## src/rtl/fuec_13_8_pkg.sv

```systemverilog
// FUEC (13,8) shared definitions.
// Codeword layout: cw[7:0] = data, cw[12:8] = parity.
// The parity-check matrix gives 25 distinct non-zero syndromes:
// every single-bit error and every adjacent double-bit error.
// Any other non-zero syndrome is reported as uncorrectable.
package fuec_13_8_pkg;

  localparam int CW_W   = 13;
  localparam int DATA_W = 8;
  localparam int PAR_W  = 5;

  typedef enum logic [2:0] {
    IDLE, RD, WT, CK, WR
`ifdef FUEC_SCRUB_RECHECK_EN
    , RRD, RWT, RCK
`endif
  } scrub_state_t;

  // Parity-check column for codeword bit i. Parity bits use unit columns,
  // which keeps the encoder systematic.
  function automatic logic [PAR_W-1:0] h_col(input int i);
    case (i)
      0:       h_col = 5'd14;
      1:       h_col = 5'd19;
      2:       h_col = 5'd9;
      3:       h_col = 5'd18;
      4:       h_col = 5'd5;
      5:       h_col = 5'd17;
      6:       h_col = 5'd13;
      7:       h_col = 5'd10;
      8:       h_col = 5'd1;
      9:       h_col = 5'd2;
      10:      h_col = 5'd4;
      11:      h_col = 5'd8;
      12:      h_col = 5'd16;
      default: h_col = 5'd0;
    endcase
  endfunction

endpackage

```

## src/rtl/fuec_decoder_13_8.sv

```systemverilog
// FUEC (13,8) decoder: syndrome lookup over single and adjacent-pair errors.
//   r             : received codeword
//   r_fix         : r with the located error pattern flipped back
//   no_error      : syndrome is zero
//   corrected     : syndrome matched a correctable pattern
//   uncorrectable : non-zero syndrome with no match (r_fix = r)
module fuec_decoder_13_8
  import fuec_13_8_pkg::*;
(
  input  logic [CW_W-1:0] r,
  output logic [CW_W-1:0] r_fix,
  output logic            no_error,
  output logic            corrected,
  output logic            uncorrectable
);

  logic [PAR_W-1:0] syn;
  logic [CW_W-1:0]  err;

  always_comb begin
    syn = '0;
    for (int i = 0; i < CW_W; i++)
      if (r[i]) syn ^= h_col(i);
    err = '0;
    for (int i = 0; i < CW_W; i++)
      if (syn == h_col(i)) err = CW_W'(1) << i;
    for (int i = 0; i < CW_W - 1; i++)
      if (syn == (h_col(i) ^ h_col(i + 1))) err = CW_W'(3) << i;
    no_error      = (syn == '0);
    corrected     = !no_error && (err != '0);
    uncorrectable = !no_error && (err == '0);
    r_fix         = r ^ err;
  end

endmodule

```

## src/rtl/fuec_scrubber_13_8.sv

```systemverilog
// Background scrubber for FUEC (13,8) protected memory.
// On start, every address is read, decoded, and correctable words are written
// back repaired. Uncorrectable words are logged (unc_addr, unc_irq, unc_cnt)
// and never written.
// Optional macro FUEC_SCRUB_RECHECK_EN: after each write-back the address is
// re-read and anything other than a clean word is logged as uncorrectable.
// Ports:
//   clk, rst                      clock, synchronous active-high reset
//   start / busy / done           pass control and status
//   mem_req/we/addr/wdata, mem_gnt, mem_rdata
//                                 shared single-port memory; rdata one
//                                 cycle after an accepted read
//   corr_cnt, unc_cnt             saturating per-pass counters
//   unc_addr, unc_irq             last uncorrectable address, pulse per word
module fuec_scrubber_13_8
  import fuec_13_8_pkg::*;
#(
  parameter int DEPTH  = 256,
  parameter int ADDR_W = $clog2(DEPTH),
  parameter int CNT_W  = 16
) (
  input  logic              clk,
  input  logic              rst,
  input  logic              start,
  output logic              busy,
  output logic              done,
  output logic              mem_req,
  output logic              mem_we,
  output logic [ADDR_W-1:0] mem_addr,
  output logic [CW_W-1:0]   mem_wdata,
  input  logic              mem_gnt,
  input  logic [CW_W-1:0]   mem_rdata,
  output logic [CNT_W-1:0]  corr_cnt,
  output logic [CNT_W-1:0]  unc_cnt,
  output logic [ADDR_W-1:0] unc_addr,
  output logic              unc_irq
);

  localparam logic [ADDR_W-1:0] LAST = ADDR_W'(DEPTH - 1);

  scrub_state_t      state, state_d;
  logic [ADDR_W-1:0] addr;
  logic [CW_W-1:0]   r_q, wdata_q, fix;
  logic              dec_ok, dec_corr, dec_unc;
  logic              adv, cap, fix_ld, inc_corr, inc_unc, clr;

  fuec_decoder_13_8 u_dec (
    .r             (r_q),
    .r_fix         (fix),
    .no_error      (dec_ok),
    .corrected     (dec_corr),
    .uncorrectable (dec_unc)
  );

  always_comb begin
    state_d  = state;
    mem_req  = 1'b0;
    mem_we   = 1'b0;
    adv      = 1'b0;
    cap      = 1'b0;
    fix_ld   = 1'b0;
    inc_corr = 1'b0;
    inc_unc  = 1'b0;
    clr      = 1'b0;
    case (state)
      IDLE: if (start) begin
        clr     = 1'b1;
        state_d = RD;
      end
      RD: begin
        mem_req = 1'b1;
        if (mem_gnt) state_d = WT;
      end
      WT: begin
        cap     = 1'b1;
        state_d = CK;
      end
      CK: begin
        // decoder flags are one-hot
        if (dec_ok) adv = 1'b1;
        if (dec_unc) begin
          inc_unc = 1'b1;
          adv     = 1'b1;
        end
        if (dec_corr) begin
          fix_ld   = 1'b1;
          inc_corr = 1'b1;
          state_d  = WR;
        end
      end
      WR: begin
        mem_req = 1'b1;
        mem_we  = 1'b1;
`ifdef FUEC_SCRUB_RECHECK_EN
        if (mem_gnt) state_d = RRD;
`else
        if (mem_gnt) adv = 1'b1;
`endif
      end
`ifdef FUEC_SCRUB_RECHECK_EN
      RRD: begin
        mem_req = 1'b1;
        if (mem_gnt) state_d = RWT;
      end
      RWT: begin
        cap     = 1'b1;
        state_d = RCK;
      end
      RCK: begin
        // a just-repaired word must now read back clean
        inc_unc = !dec_ok;
        adv     = 1'b1;
      end
`endif
      default: state_d = IDLE;
    endcase
    if (adv) state_d = (addr == LAST) ? IDLE : RD;
  end

  always_ff @(posedge clk) begin
    if (rst) begin
      state    <= IDLE;
      addr     <= '0;
      r_q      <= '0;
      wdata_q  <= '0;
      corr_cnt <= '0;
      unc_cnt  <= '0;
      unc_addr <= '0;
      unc_irq  <= 1'b0;
      done     <= 1'b0;
    end else begin
      state   <= state_d;
      unc_irq <= inc_unc;
      done    <= adv && (addr == LAST);
      if (clr) begin
        addr     <= '0;
        corr_cnt <= '0;
        unc_cnt  <= '0;
      end else if (adv && addr != LAST) begin
        addr <= addr + ADDR_W'(1);
      end
      if (cap)    r_q     <= mem_rdata;
      if (fix_ld) wdata_q <= fix;
      if (inc_corr && corr_cnt != '1) corr_cnt <= corr_cnt + CNT_W'(1);
      if (inc_unc) begin
        unc_addr <= addr;
        if (unc_cnt != '1) unc_cnt <= unc_cnt + CNT_W'(1);
      end
    end
  end

  assign busy      = (state != IDLE);
  assign mem_addr  = addr;
  assign mem_wdata = wdata_q;

endmodule

```

## config.mk

```make
export PLATFORM = sky130hd
export DESIGN_NAME = fuec_scrubber_13_8
export DESIGN_NICKNAME = d
export VERILOG_FILES = /design/src/rtl/fuec_13_8_pkg.sv /design/src/rtl/fuec_decoder_13_8.sv /design/src/rtl/fuec_scrubber_13_8.sv
export SDC_FILE = /design/constraint.sdc
export NUM_CORES = 1
export LEC_CHECK = 0
export BUFFER_PORTS_ARGS = -buffer_cell sky130_fd_sc_hd__buf_4
export CORE_ASPECT_RATIO = 0.7
export CORE_UTILIZATION = 30
export CTS_BUF_LIST = sky130_fd_sc_hd__clkbuf_8
export CTS_CLUSTER_DIAMETER = 50
export DETAILED_ROUTE_END_ITERATION = 8
export PLACE_DENSITY = 0.55
export SYNTH_ARGS = -nofsm -noshare
export SYNTH_HDL_FRONTEND = slang
export SYNTH_SLANG_ARGS = --single-unit
```

## constraint.sdc

```tcl
create_clock -name clk -period 4.9 [get_ports clk]
set_clock_uncertainty 0.15 [all_clocks]
set_input_delay 0.49 -clock clk [delete_from_list [all_inputs] [get_ports clk]]
set_output_delay 0.49 -clock clk [all_outputs]
set_load 0.005 [all_outputs]
```

==> Yosys cells after proc, flatten, opt, wreduce, memory -nomap -nowiden <==
Index checks and enable logic that the tools add are counted.
{ "word_totals": {"output_inout_bits": 66, "word_cells": 151, "memories": 0, "ff_bits": 79, "ramBits": 0, "mem_bits_ro": 0, "latch_bits": 0, "inputBits": 17} }
{ "op_classes": {"bitwise": 13, "shift": 0, "magnitude_cmp": 0, "mux": 74, "n_mul": 0, "n_eq_ne": 37, "addsub": 3, "reduce_logical": 15, "n_div": 0} }
{ "op_table": {"columns": ["operator", "count"], "rows": [
  ["13-bit two-way mux", 13],
  ["5-bit two-way mux", 25],
  ["16-bit two-way mux", 5],
  ["5-bit XOR", 12],
  ["5-bit == test (second input constant)", 11],
  ["5-bit by 4-bit == test with 1-bit output (second input constant)", 7],
  ["16-bit by 1-bit adder with 16-bit output (second input constant)", 2],
  ["16-bit inequality test (second input constant)", 2],
  ["5-bit by 3-bit == test with 1-bit output (second input constant)", 4],
  ["3-bit two-way mux", 5],
  ["3-bit case mux with 5 select lines", 1],
  ["1-bit two-way mux", 14],
  ["13-bit logical NOT", 1],
  ["13-bit nonzero test", 1],
  ["13-bit XOR", 1],
  ["12-bit two-way mux", 1],
  ["11-bit two-way mux", 1],
  ["5-bit by 2-bit == test with 1-bit output (second input constant)", 2],
  ["10-bit two-way mux", 1],
  ["9-bit two-way mux", 1],
  ["3-bit inequality test (second input constant)", 3],
  ["8-bit by 1-bit adder with 8-bit output (second input constant)", 1],
  ["8-bit == test (second input constant)", 1],
  ["4-bit two-way mux", 2],
  ["19 further kinds", 25]
]} }

==> Longest topological paths before layout <==
Gate-level depths: netlist (run 1).
{ "depth": {"depth_word": 57, "mapped_depth": 10, "mapped_depth_nobuf": 8} }

==> Hierarchy <==
Synthesis (run 1) repeated with hierarchy kept, for this count alone.
{ "unflattened": {"cells_unflattened": 532, "hier_area_um2": 4471.8} }
{ "by_module_without_submodules": {"columns": ["mod", "cells_each", "area_each_um2", "seq_area_each_um2", "instances"], "rows": [
  ["fuec_scrubber_13_8", 448, 3633.5, 1581.5, 1],
  ["fuec_decoder_13_8", 84, 838.3, 0.0, 1]
]} }

==> Least setup slack after synthesis (run 1) <==
No wires, ideal clock.
{ "synth_path": {"kind": "reg2reg", "from": "register r_q[2]", "to": "register unc_cnt[11]", "period_less_slack_ps": 3028, "slack_ps": 1872, "n_path_buf": 2, "setup_ps": 74, "arrival_ps": 2804, "stages_incl_launch_ff": 10, "t_required_ps": 4676, "cell_sequence": "dfxtp_1 xnor3_2 or3_1 a21o_1 a311o_1 buf_2 or3_1 clkbuf_2 or3_1 o21ai_0"} }
{ "synth_between": {"elab_chain_cells": 52, "elab_cells_between_ends": 78, "cone_classes": "eq/ne (25); mux (39); bitwise (10); reduce/logical (4)"} }
{ "synth_lines": {"columns": ["element", "line", "rtl"], "rows": [
  ["start: declaration", "fuec_scrubber_13_8.sv:43", "logic [CW_W-1:0] r_q, wdata_q, fix;"],
  ["start signal: assignment", "fuec_scrubber_13_8.sv:142", "if (cap) r_q <= mem_rdata;"],
  ["5-bit two-way mux (*)", "fuec_decoder_13_8.sv:23", "if (r[i]) syn ^= h_col(i);"],
  ["5-bit XOR", "fuec_decoder_13_8.sv:23", null],
  ["5-bit two-way mux (*)", "fuec_decoder_13_8.sv:23", null],
  ["5-bit XOR", "fuec_decoder_13_8.sv:23", null],
  ["5-bit two-way mux (*)", "fuec_decoder_13_8.sv:23", null],
  ["5-bit XOR", "fuec_decoder_13_8.sv:23", null],
  ["5-bit two-way mux (*)", "fuec_decoder_13_8.sv:23", null],
  ["5-bit XOR", "fuec_decoder_13_8.sv:23", null],
  ["(+25 left out)", null, null],
  ["12-bit two-way mux", "fuec_decoder_13_8.sv:26", "if (syn == h_col(i)) err = CW_W'(1) << i;"],
  ["13-bit two-way mux", "fuec_decoder_13_8.sv:26", null],
  ["13-bit two-way mux (12 in series)", "fuec_decoder_13_8.sv:28", "if (syn == (h_col(i) ^ h_col(i + 1))) err = CW_W'(3) << i;"],
  ["13-bit logical NOT", "fuec_decoder_13_8.sv:31", "uncorrectable = !no_error && (err == '0);"],
  ["1-bit logical AND (*)", "fuec_decoder_13_8.sv:31", null],
  ["1-bit two-way mux (*)", "fuec_scrubber_13_8.sv:81", "if (dec_unc) begin"],
  ["1-bit two-way mux (*)", "fuec_scrubber_13_8.sv:65", "case (state)"],
  ["16-bit two-way mux (*)", "fuec_scrubber_13_8.sv:145", "if (inc_unc) begin"],
  ["end signal: assignment", "fuec_scrubber_13_8.sv:147", "if (unc_cnt != '1) unc_cnt <= unc_cnt + CNT_W'(1);"],
  ["end: declaration", "fuec_scrubber_13_8.sv:34", "output logic [CNT_W-1:0] unc_cnt,"]
]} }
Every way passes the cells marked *; elsewhere a longest branch is shown, timed or not.
A chain may end at the register's enable or synchronous reset.

==> Worst setup path after layout (run 1) <==
{ "layout_path": {"from": "register r_q[6]", "to": "register unc_cnt[14]"} }
{ "layout_between": {"elab_chain_cells": 44, "elab_cells_between_ends": 70, "cone_classes": "eq/ne (25); mux (35); bitwise (6); reduce/logical (4)"} }
{ "layout_lines": {"columns": ["element", "line"], "rows": [
  ["5-bit two-way mux (*)", "fuec_decoder_13_8.sv:23"],
  ["5-bit XOR", "fuec_decoder_13_8.sv:23"],
  ["5-bit two-way mux (*)", "fuec_decoder_13_8.sv:23"],
  ["5-bit XOR", "fuec_decoder_13_8.sv:23"],
  ["5-bit two-way mux (*)", "fuec_decoder_13_8.sv:23"],
  ["5-bit XOR", "fuec_decoder_13_8.sv:23"],
  ["5-bit two-way mux (*)", "fuec_decoder_13_8.sv:23"],
  ["5-bit XOR", "fuec_decoder_13_8.sv:23"],
  ["(+17 left out)", null],
  ["12-bit two-way mux", "fuec_decoder_13_8.sv:26"],
  ["13-bit two-way mux", "fuec_decoder_13_8.sv:26"],
  ["13-bit two-way mux (12 in series)", "fuec_decoder_13_8.sv:28"],
  ["13-bit logical NOT", "fuec_decoder_13_8.sv:31"],
  ["1-bit logical AND (*)", "fuec_decoder_13_8.sv:31"],
  ["1-bit two-way mux (*)", "fuec_scrubber_13_8.sv:81"],
  ["1-bit two-way mux (*)", "fuec_scrubber_13_8.sv:65"],
  ["16-bit two-way mux (*)", "fuec_scrubber_13_8.sv:145"]
]} }
Marks and branches as above.

==> results of run 1 <==
==> layout make-up <==
cell class,instances,area [um2],share of cell area (%)
Clock buffer,10,138,2.73
Clock inverter,6,45.0,0.893
Inverter,9,33.8,0.670
Multi-Input combinational cell,403,2380,47.1
Sequential cell,79,1580,31.3
Tap cell,185,231,4.59
Timing Repair Buffer,85,638,12.6
==> stage by stage <==
| stage | std cells | cell area [um2] | power, uW |
|---|---|---|---|
| 3_3_place_gp | 761 | 4860 | 905 |
| 4_1_cts | 777 | 5040 | 1370 |
| 5_1_grt | 777 | 5040 | 1420 |
| 2_1_floorplan | 518 | 4100 | 842 |
| 3_5_place_dp | 761 | 4860 | 907 |
| 6_report | 777 | 5040 | 1350 |
==> worst max-delay path, delay by kind of cell (launching register included) <==
| family | cells | cell delay [ns] |
|---|---|---|
| and+or+nand+nor | 1 | 0.77 |
| xor gates and xnor gates | 2 | 1.07 |
| AOI/OAI and AO/OA | 4 | 1.14 |
| DFF | 1 | 0.48 |
==> state kept, by name, summed over array words and instances (netlist names) <==
| signal | count |
|---|---|
| unc_addr | 8 |
| r_q | 13 |
| corr_cnt | 16 |
| mem_wdata | 13 |
| unc_cnt | 16 |
| done | 1 |
| state | 3 |
| unc_irq | 1 |
| mem_addr | 8 |
==> layer usage <==
metal	routed length, um	share of wire, %
met1	6310	55
met2	4470	39
met3	543	4.7
met4	127	1.1
met5	0	0
==> worst paths after layout <==
check | startpoint | end | slack [ns] | cells past startpoint
setup / recovery | r_q[6] | unc_cnt[14] | 1.22 | 7
hold / removal | mem_rdata[3] | r_q[3] | 0.21 | 3
setup reg to reg | r_q[6] | unc_cnt[14] | 1.22 | 7
hold reg to reg | unc_addr[1] | unc_addr[1] | 0.31 | 2
==> layout by cell type, fill, tap and decap left out, drive strengths merged, types with 11 or more instances in the layout <==
cell / netlist / final
nand2: 83 / 83
a21oi: 37 / 37
a211oi: 11 / 11
nor3: 17 / 17
nand3: 27 / 27
buf: 5 / 85
o21ai: 34 / 34
or3: 14 / 14
and3: 15 / 15
dfxtp: 79 / 79
nor2: 44 / 44
xnor2: 27 / 27
xor2: 18 / 18
==> kinds of logic after synthesis <==
kind of cell / after synthesis / synth area share (%)
AO/OA/AOI/OAI: 120 / 18.3
XOR/XNOR: 49 / 12.1
adder cells (fa/ha/maj): 3 / 0.916
buffers and inverters: 36 / 3.42
flip-flops: 79 / 38.6
multiplexers: 2 / 0.519
AND/OR/NAND/NOR: 229 / 26.1
==> power groups by stage <==
stage               clock network, uW  registers, uW  logic (uW)
global placement                    0            682         223
global route                      497            669         252
floorplan                           0            674         168
detailed placement                  0            683         224
finish                            459            667         225
CTS                               473            667         225
==> impl_results.md, run 1 <==
* Status: completed
* Clk Latency, worst-skew pair at 0.37 ns
* Die ar. at 0.0141 mm2
* Synthesized flop and latch total at 79
* Sw Ratio at 30.5%
* Largest net degree at the start of global routing at 54
* Ys async rst share at 0%
* Max VDD drop at 0.116 mV
* Sequential fraction of the synthesis area at 38.6%
* DRT Pass-1 Iters at 5
* Reg clk slew, reported paths at 0.09 ns
* Total negative slack at 0 ns
* Initial Util at 31.0%
* Most frequent cell after synthesis: nand2_1
* Gate Count Post-Synth at 518
* Synth warn at 0
* M3 GR Usage at 3.39%
* Critical Path AT at 3.82 ns
* Setup violators final at 0
* Vias per cell at 5.02
* Maxcap violations at 0
* Chip height at 99.8 um
* Tot GR Track Use at 16.3%
* Worst-Margin Slew at 1.10 ns
* Worst setup SP type: flop
* Synthesized area per cell at 7.91 um2
* IO Pins at 83
* Worst slew margin at 26.8%
* Hold/Removal Path Class: input port to flop
* Clk sink count at 79
* CTS tree: built
* Yosys top cell area share at 38.6%
* Total grt overflow at 0
* Cell variety after synth at 51
* Antenna violations before repair at 0
* Wirelength, routed at 11.5 mm
* Kind of critical path: flop to flop
* CTS root buf: clkbuf_8
* Rows at 35
* Final worst-path cycle share at 75.1%
* Total CTS buffers at 9
* GR Layer Usage met2 at 21.6%
* Register share of total power at 49.4%
* Pre-CTS setup slack at 1.27 ns
* RePlAce Congestion at 0.889
* Fin crit period at 3.68 ns
* Layout cells sized above 1 at 18.2%
* Worst-path cell chain: xor2_1, xor3_1, a31oi_1, a311o_1, nor3_1, a21oi_1, o21ai_0
* Final core utilization at 38.1%
* Ys flop type: dfxtp_1
* Logic pwr share at 16.7%
* Area grow syn2layout at 23.1%
* P_sw at 413 uW
* DRT iter0 DRCs at 222
* Crit-path max FO at 19
* Max Slew Vio Count at 0
* Hold-fix buffers at CTS at 0
* Routed wire per std cell at 14.7 um
* H-tree depth at 3
* # DRC at 0
* Fill count at 1381
* N_diodes at 0
* Cell taking the most area after synthesis: dfxtp_1
* Hpwl dp at 8.50 mm
* Clock network fraction of total power at 34.0%
* Worst path slowest cell: xor3_1
* Net count after synthesis at 538
* Number of buffers added on ports at 82
* Vias in the first global route at 3466
* Via count at 3898
* Cell Area, Synth at 0.00410 mm2
* Internal power at 939 uW
* Met1 Track Usage GR at 25.6%
* CP required at 5.04 ns
* Pwr per Cell Area at 268 mW/mm2
* Post-synth EDFFs at 0
* Top cells by count, synth: 83 x nand2_1, 79 x dfxtp_1, 44 x nor2_1
* P_leak at 0.00192 uW
* Fmax at 272 MHz
* Final hold violation count at 0
* Die Span X at 142 um
* PostCTS Resize Cnt at 0
* GR peak layer: met1
* Clk buf depth at 2
* First-pass GRT wire length at 18.1 mm
* Floorplan core area at 0.0132 mm2
* Worst setup EP type: flop
* PnR worst setup slack at 1.22 ns
* Worst hold slack at 0.212 ns
* Fin nets at 607
* DRT antenna net count at 0
* RSZ-0062 raised after global routing: no
* # Post-CTS Setup Buffers at 0
* Largest cells by area after synthesis: dfxtp_1 39%, nand2_1 7.6%, xnor2_1 5.6%
* Slowest Stage Delay on Critical Path at 0.77 ns
Note: power is estimated with default switching activity, not from simulation.
==> inputs of run 2 (changes only) <==
clock period = 3.4 ns   (was 4.9 ns; I/O delays follow)
==> run 2 against run 1 <==
Compared with the run above:
- maximum frequency rose by 17%
- first-iteration DRC count rose by 33%
- critical path type unchanged
- routed wire length fell by 2.5%
- via count rose by 1.3%
- non-clock buffer count rose by 8
- sequential cell count did not move
- total power rose by 45%
- worst hold slack got worse by 0.13 ns
- clock-buffer cell count fell by 1
==> impl_results.md, run 2 (synthesis results as in run 1) <==
* Reg clk slew, reported paths at 0.08 ns (was 0.09 ns)
* Max Slew Vio Count at 0 (unchanged)
* Routed wire per std cell at 14.2 um (was 14.7 um)
* Worst path slowest cell: or4b_2 (was xor3_1)
* Final cell count without fillers at 784 (was 777)
* Worst hold slack at 0.0827 ns (was 0.212 ns)
* Worst slew margin at 40.7% (was 26.8%)
* Number of buffers added on ports at 82 (unchanged)
* Fmax at 319 MHz (was 272 MHz)
* Maxcap violations at 0 (unchanged)
* CTS tree: built (unchanged)
* Register share of total power at 48.9% (was 49.4%)
* Hold-fix buffers at CTS at 0 (unchanged)
* Reg2Reg Depth at 7 (unchanged)
* Total grt overflow at 0 (unchanged)
* Post-Route M1 WL at 6.10 mm (was 6.31 mm)
* Worst Hold End: r_q[11] (was r_q[3])
* Die ar. at 0.0141 mm2 (unchanged)
* Sw Ratio at 28.5% (was 30.5%)
* Via count at 3949 (was 3898)
* Clk sink count at 79 (unchanged)
* Clk buf depth at 2 (unchanged)
* Max VDD drop at 0.180 mV (was 0.116 mV)
* FF-to-FF End: mem_addr[6] (was unc_cnt[14])
* Reg-to-reg startpoint: r_q[2] (was r_q[6])
* Crit path launch: r_q[2] (was r_q[6])
* CP required at 3.50 ns (was 5.04 ns)
* Logic pwr share at 17.2% (was 16.7%)
* Wirelength, routed at 11.2 mm (was 11.5 mm)
* H-tree depth at 3 (unchanged)
* Layout cells sized above 1 at 19.4% (was 18.2%)
* RePlAce Congestion at 0.882 (was 0.889)
* DRT antenna net count at 0 (unchanged)
* Initial Util at 31.0% (unchanged)
* Setup violators final at 0 (unchanged)
* Clock network fraction of total power at 33.9% (was 34.0%)
* # Post-CTS Setup Buffers at 0 (unchanged)
* Die Span X at 142 um (unchanged)
* Status: completed (unchanged)
* Antenna violations before repair at 0 (unchanged)
* Biggest registers after layout: corr_cnt: 16 flops, unc_cnt: 16 flops (unchanged)
* Largest net degree at the start of global routing at 54 (unchanged)
* Chip height at 99.8 um (unchanged)
* Internal power at 1400 uW (was 939 uW)
* Pre-CTS setup slack at 0.145 ns (was 1.27 ns)
* PnR worst setup slack at 0.263 ns (was 1.22 ns)
* Area grow syn2layout at 24.8% (was 23.1%)
* Top sig layer: met4 (unchanged)
* DRT Pass-1 Iters at 5 (unchanged)
* Floorplan core area at 0.0132 mm2 (unchanged)
* Placed insts at 769 (was 761)
* Total negative slack at 0 ns (unchanged)
* IO Pins at 83 (unchanged)
* Reg-to-reg setup timing slack at 0.26 ns (was 1.22 ns)
* RSZ-0062 raised after global routing: no (unchanged)
* Most common cell after layout, fill and taps aside: buf_4 (unchanged)
* Worst-Margin Slew at 0.886 ns (was 1.10 ns)
* N_diodes at 0 (unchanged)
* CTS root buf: clkbuf_8 (unchanged)
* PostCTS Resize Cnt at 0 (unchanged)
* Worst setup SP type: flop (unchanged)
* Rows at 35 (unchanged)
* Vias in the first global route at 3474 (was 3466)
* Kind of critical path: flop to flop (unchanged)
* Final hold violation count at 0 (unchanged)
* Min-Delay Path Depth at 3 (unchanged)
* # DRC at 0 (unchanged)
* Total CTS buffers at 9 (unchanged)
* Hold path start: mem_rdata[11] (was mem_rdata[3])
* Total length of routed met3 wires at 575 um (was 543 um)
* Met2 WL at 4.45 mm (was 4.47 mm)
* Hpwl dp at 8.38 mm (was 8.50 mm)
* Final worst-path cycle share at 92.3% (was 75.1%)
* Fin crit period at 3.14 ns (was 3.68 ns)
* Crit-path max FO at 6 (was 19)
* P_sw at 560 uW (was 413 uW)
* Pwr per Cell Area at 384 mW/mm2 (was 268 mW/mm2)
* Hold/Removal Path Class: input port to flop (unchanged)
* First-pass GRT wire length at 17.9 mm (was 18.1 mm)
* Clk Latency, worst-skew pair at 0.35 ns (was 0.37 ns)
* Slowest Stage Delay on Critical Path at 0.67 ns (was 0.77 ns)
* Fin nets at 615 (was 607)
* Worst setup EP type: flop (unchanged)
* Worst-path cell chain: xnor3_2, or3_1, a22o_1, a31oi_1, o21ai_0, or4b_2, o211a_1 (was xor2_1, xor3_1, a31oi_1, a311o_1, nor3_1, a21oi_1, o21ai_0)
* DRT iter0 DRCs at 296 (was 222)
* P_leak at 0.00198 uW (was 0.00192 uW)
* Vias per cell at 5.04 (was 5.02)
* Critical Path AT at 3.24 ns (was 3.82 ns)
* Total power at 1960 uW (was 1350 uW)
* Tot GR Track Use at 16.1% (was 16.3%)
* Commonest cells after routing, fill and taps aside: 93 x buf_4, 83 x nand2_1, 79 x dfxtp_1, 44 x nor2_1, 35 x a21oi_1 (was 85 x buf_4, 83 x nand2_1, 79 x dfxtp_1, 44 x nor2_1, 37 x a21oi_1)
run 2: changes by cell type in the layout (fill, tap and decap cells not counted), sizes merged:
cell | before | now
clkbuf | 10 | 9
bufinv | 0 | 1
buf | 85 | 93
clkinvlp | 3 | 1
inv | 10 | 11
run 2: power groups by stage:
stage | logic (uW) | clock network [uW] | registers (uW)
after floorplan | 241 | 0 | 971
after global placement | 334 | 0 | 981
after detailed placement | 332 | 0 | 982
after CTS | 334 | 694 | 960
after global routing | 373 | 729 | 963
final | 338 | 665 | 960
run 2: critical path: cells and delay by family (launching register included):
family	cells	cell delay, ns
AND/OR/NAND/NOR	2	1.11
AO/OA/AOI/OAI	4	0.87
XOR/XNOR	1	0.51
flip-flops	1	0.40
run 2: final cells by class:
type                       count  area [um2]
fill                        1420        8110
multi-input combinational    403        2390
sequential                    79        1580
timing repair buffer          93         698
tap                          185         231
clock buffer                   9         124
clock inverter                 6        55.1
inverter                       9        33.8
run 2: per-layer routing:
layer / track usage (%) / up-vias
li1: - / 1983
met1: 24.8 / 1858
met3: 4.01 / 5
met5: 0 / -
met2: 22.1 / 103
met4: 3.47 / 0
run 2: through the flow:
stage | utilization (%) | cell area [um2]
after global routing | 38.7 | 5110
after CTS | 38.6 | 5100
after detailed placement | 37.2 | 4920
final | 38.7 | 5110
after global placement | 37.2 | 4920
after floorplan | - | 4100
run 2: worst max path at each step:
| stage | endpoint | cells after the start | slack, ns |
|---|---|---|---|
| 2_1_floorplan | unc_cnt[11] | 9 | 0.37 |
| 3_3_place_gp | corr_cnt[2] | 7 | 0.19 |
| 3_5_place_dp | corr_cnt[2] | 7 | 0.14 |
| 4_1_cts | corr_cnt[2] | 7 | 0.11 |
| 5_1_grt | mem_addr[3] | 7 | 0.05 |
| 6_report | mem_addr[6] | 7 | 0.26 |
==> inputs of run 3 (changes only) <==
PLACE_DENSITY = 0.6   (was 0.55)
==> run 3 against run 2 <==
Compared with the run above:
- global-route usage is 0.48 points higher
- utilization grew 0.24 points
- worst hold slack worse by 0.0097 ns
- critical path type unchanged
- worst setup slack worse by 0.045 ns
- final cell count increased by 0.13%
- clock power is 12% higher
- critical path depth is the same
- total power increased by 4.4%
- final area is 0.61% higher
- via count grew 0.48%
- largest power group unchanged
- non-clock buffer count grew 2
==> impl_results.md, run 3 (synthesis results as in run 1) <==
* Final core utilization at 38.9% (was 38.7%)
* Vias in the first global route at 3622 (was 3474)
* Crit-path max FO at 6 (unchanged)
* Most common cell after layout, fill and taps aside: buf_4 (unchanged)
* Number of buffers added on ports at 82 (unchanged)
* Setup violators final at 0 (unchanged)
* H-tree depth at 3 (unchanged)
* Worst setup EP type: flop (unchanged)
* Die Span X at 142 um (unchanged)
* Fin crit period at 3.18 ns (was 3.14 ns)
* N_diodes at 0 (unchanged)
* Die ar. at 0.0141 mm2 (unchanged)
* Final worst-path cycle share at 93.6% (was 92.3%)
* Worst-Margin Slew at 0.817 ns (was 0.886 ns)
* Hold path start: mem_rdata[10] (was mem_rdata[11])
* Max VDD drop at 0.182 mV (was 0.180 mV)
* Chip height at 99.8 um (unchanged)
* Tot GR Track Use at 16.6% (was 16.1%)
* Wirelength, routed at 11.4 mm (was 11.2 mm)
* IO Pins at 83 (unchanged)
* RePlAce Congestion at 0.831 (was 0.882)
* Reg-to-reg startpoint: r_q[2] (unchanged)
* Fill count at 1393 (was 1420)
* Final hold violation count at 0 (unchanged)
* Area grow syn2layout at 25.5% (was 24.8%)
* Routed wire per std cell at 14.5 um (was 14.2 um)
* P_leak at 0.00199 uW (was 0.00198 uW)
* # Post-CTS Setup Buffers at 0 (unchanged)
* Clk Latency, worst-skew pair at 0.36 ns (was 0.35 ns)
* Reg clk slew, reported paths at 0.08 ns (about the same)
* Status: completed (unchanged)
* Total power at 2050 uW (was 1960 uW)
* Placed insts at 771 (was 769)
* Worst setup SP type: flop (unchanged)
* PostCTS Resize Cnt at 0 (unchanged)
* Final cell count without fillers at 785 (was 784)
* Clk buf depth at 2 (unchanged)
* Via count at 3968 (was 3949)
* Layout cells sized above 1 at 19.5% (was 19.4%)
* Initial Util at 31.0% (unchanged)
* Critical Path AT at 3.29 ns (was 3.24 ns)
* Total negative slack at 0 ns (unchanged)
* Crit path launch: r_q[2] (unchanged)
* Fmax at 314 MHz (was 319 MHz)
* Hold-fix buffers at CTS at 0 (unchanged)
* First-pass GRT wire length at 18.4 mm (was 17.9 mm)
* Fin nets at 617 (was 615)
* Hpwl dp at 8.59 mm (was 8.38 mm)
* # DRC at 0 (unchanged)
* RSZ-0062 raised after global routing: no (unchanged)
* Vias per cell at 5.05 (was 5.04)
* Min-Delay Path Depth at 3 (unchanged)
* Pwr per Cell Area at 398 mW/mm2 (was 384 mW/mm2)
* Kind of critical path: flop to flop (unchanged)
* Floorplan core area at 0.0132 mm2 (unchanged)
* CTS tree: built (unchanged)
* Reg-to-reg setup timing slack at 0.22 ns (was 0.26 ns)
* DRT antenna net count at 0 (unchanged)
* Post-route cell area at 0.00514 mm2 (was 0.00511 mm2)
* Biggest registers after layout: corr_cnt: 16 flops, unc_cnt: 16 flops (unchanged)
* FF-to-FF End: mem_addr[6] (unchanged)
* Total grt overflow at 0 (unchanged)
* Worst Hold End: r_q[10] (was r_q[11])
* Largest net degree at the start of global routing at 54 (unchanged)
* Reg2Reg Depth at 7 (unchanged)
* Antenna violations before repair at 0 (unchanged)
* CP required at 3.50 ns (about the same)
* Rows at 35 (unchanged)
* Worst slew margin at 45.3% (was 40.7%)
* Hold/Removal Path Class: input port to flop (unchanged)
* Placed Area at 0.00494 mm2 (was 0.00492 mm2)
* Commonest cells after routing, fill and taps aside: 95 x buf_4, 83 x nand2_1, 79 x dfxtp_1, 44 x nor2_1, 35 x a21oi_1 (was 93 x buf_4, 83 x nand2_1, 79 x dfxtp_1, 44 x nor2_1, 35 x a21oi_1)
* DRT iter0 DRCs at 224 (was 296)
* Maxcap violations at 0 (unchanged)
* DRT Pass-1 Iters at 5 (unchanged)
* Total CTS buffers at 9 (unchanged)
* Max Slew Vio Count at 0 (unchanged)
* CTS root buf: clkbuf_8 (unchanged)
* Clk sink count at 79 (unchanged)
[run 3: changes by cell type in the layout (fill, tap and decap cells not counted), sizes merged]
cell	change
bufinv	+1
clkinv	-1
inv	-1
buf	+2
[run 3: area by class of cell]
class | count | area (um2) | area share [%]
clock buffers | 9 | 124 | 2.41
clock inverters | 5 | 76.3 | 1.48
flip-flops and latches | 79 | 1580 | 30.7
well taps | 185 | 231 | 4.50
multi-input cells | 403 | 2380 | 46.4
repair buffers | 95 | 713 | 13.9
inverters | 9 | 33.8 | 0.657
[run 3: routing by layer]
layer	share of wire (%)	GRT usage (%)
met1	53	24.8
met4	1.0	5.13
met2	40	22.8
met5	0	0
met3	5.8	4.25
[run 3: worst max path at each step]
stage,endpoint,cells after the start
after floorplan,unc_cnt[11],9
after global placement,corr_cnt[2],7
after detailed placement,corr_cnt[2],7
after CTS,corr_cnt[2],7
after global routing,mem_addr[3],7
final,mem_addr[6],7
[run 3: report_power, final]
| group | internal [uW] | total (uW) | switching, uW | leakage, uW |
|---|---|---|---|---|
| registers | 939 | 957 | 17.7 | 0.000637 |
| clock network | 402 | 746 | 344 | 0.000102 |
| logic | 140 | 345 | 206 | 0.00125 |
[run 3: per-stage QoR]
stage,hold slack (ns),setup slack [ns]
finish,0.0729,0.218
global placement,0.297,0.238
CTS,0.0547,0.162
global route,0.0563,0.0259
detailed placement,0.300,0.204
floorplan,0.303,0.372
[run 3: critical path, stage by stage (launching register included)]
cell     delay, ns
dfxtp_1       0.41
xnor3_2       0.51
or3_1         0.43
a22o_1        0.26
a31oi_1       0.29
o21ai_0       0.22
or4b_2        0.66
o211a_1       0.14
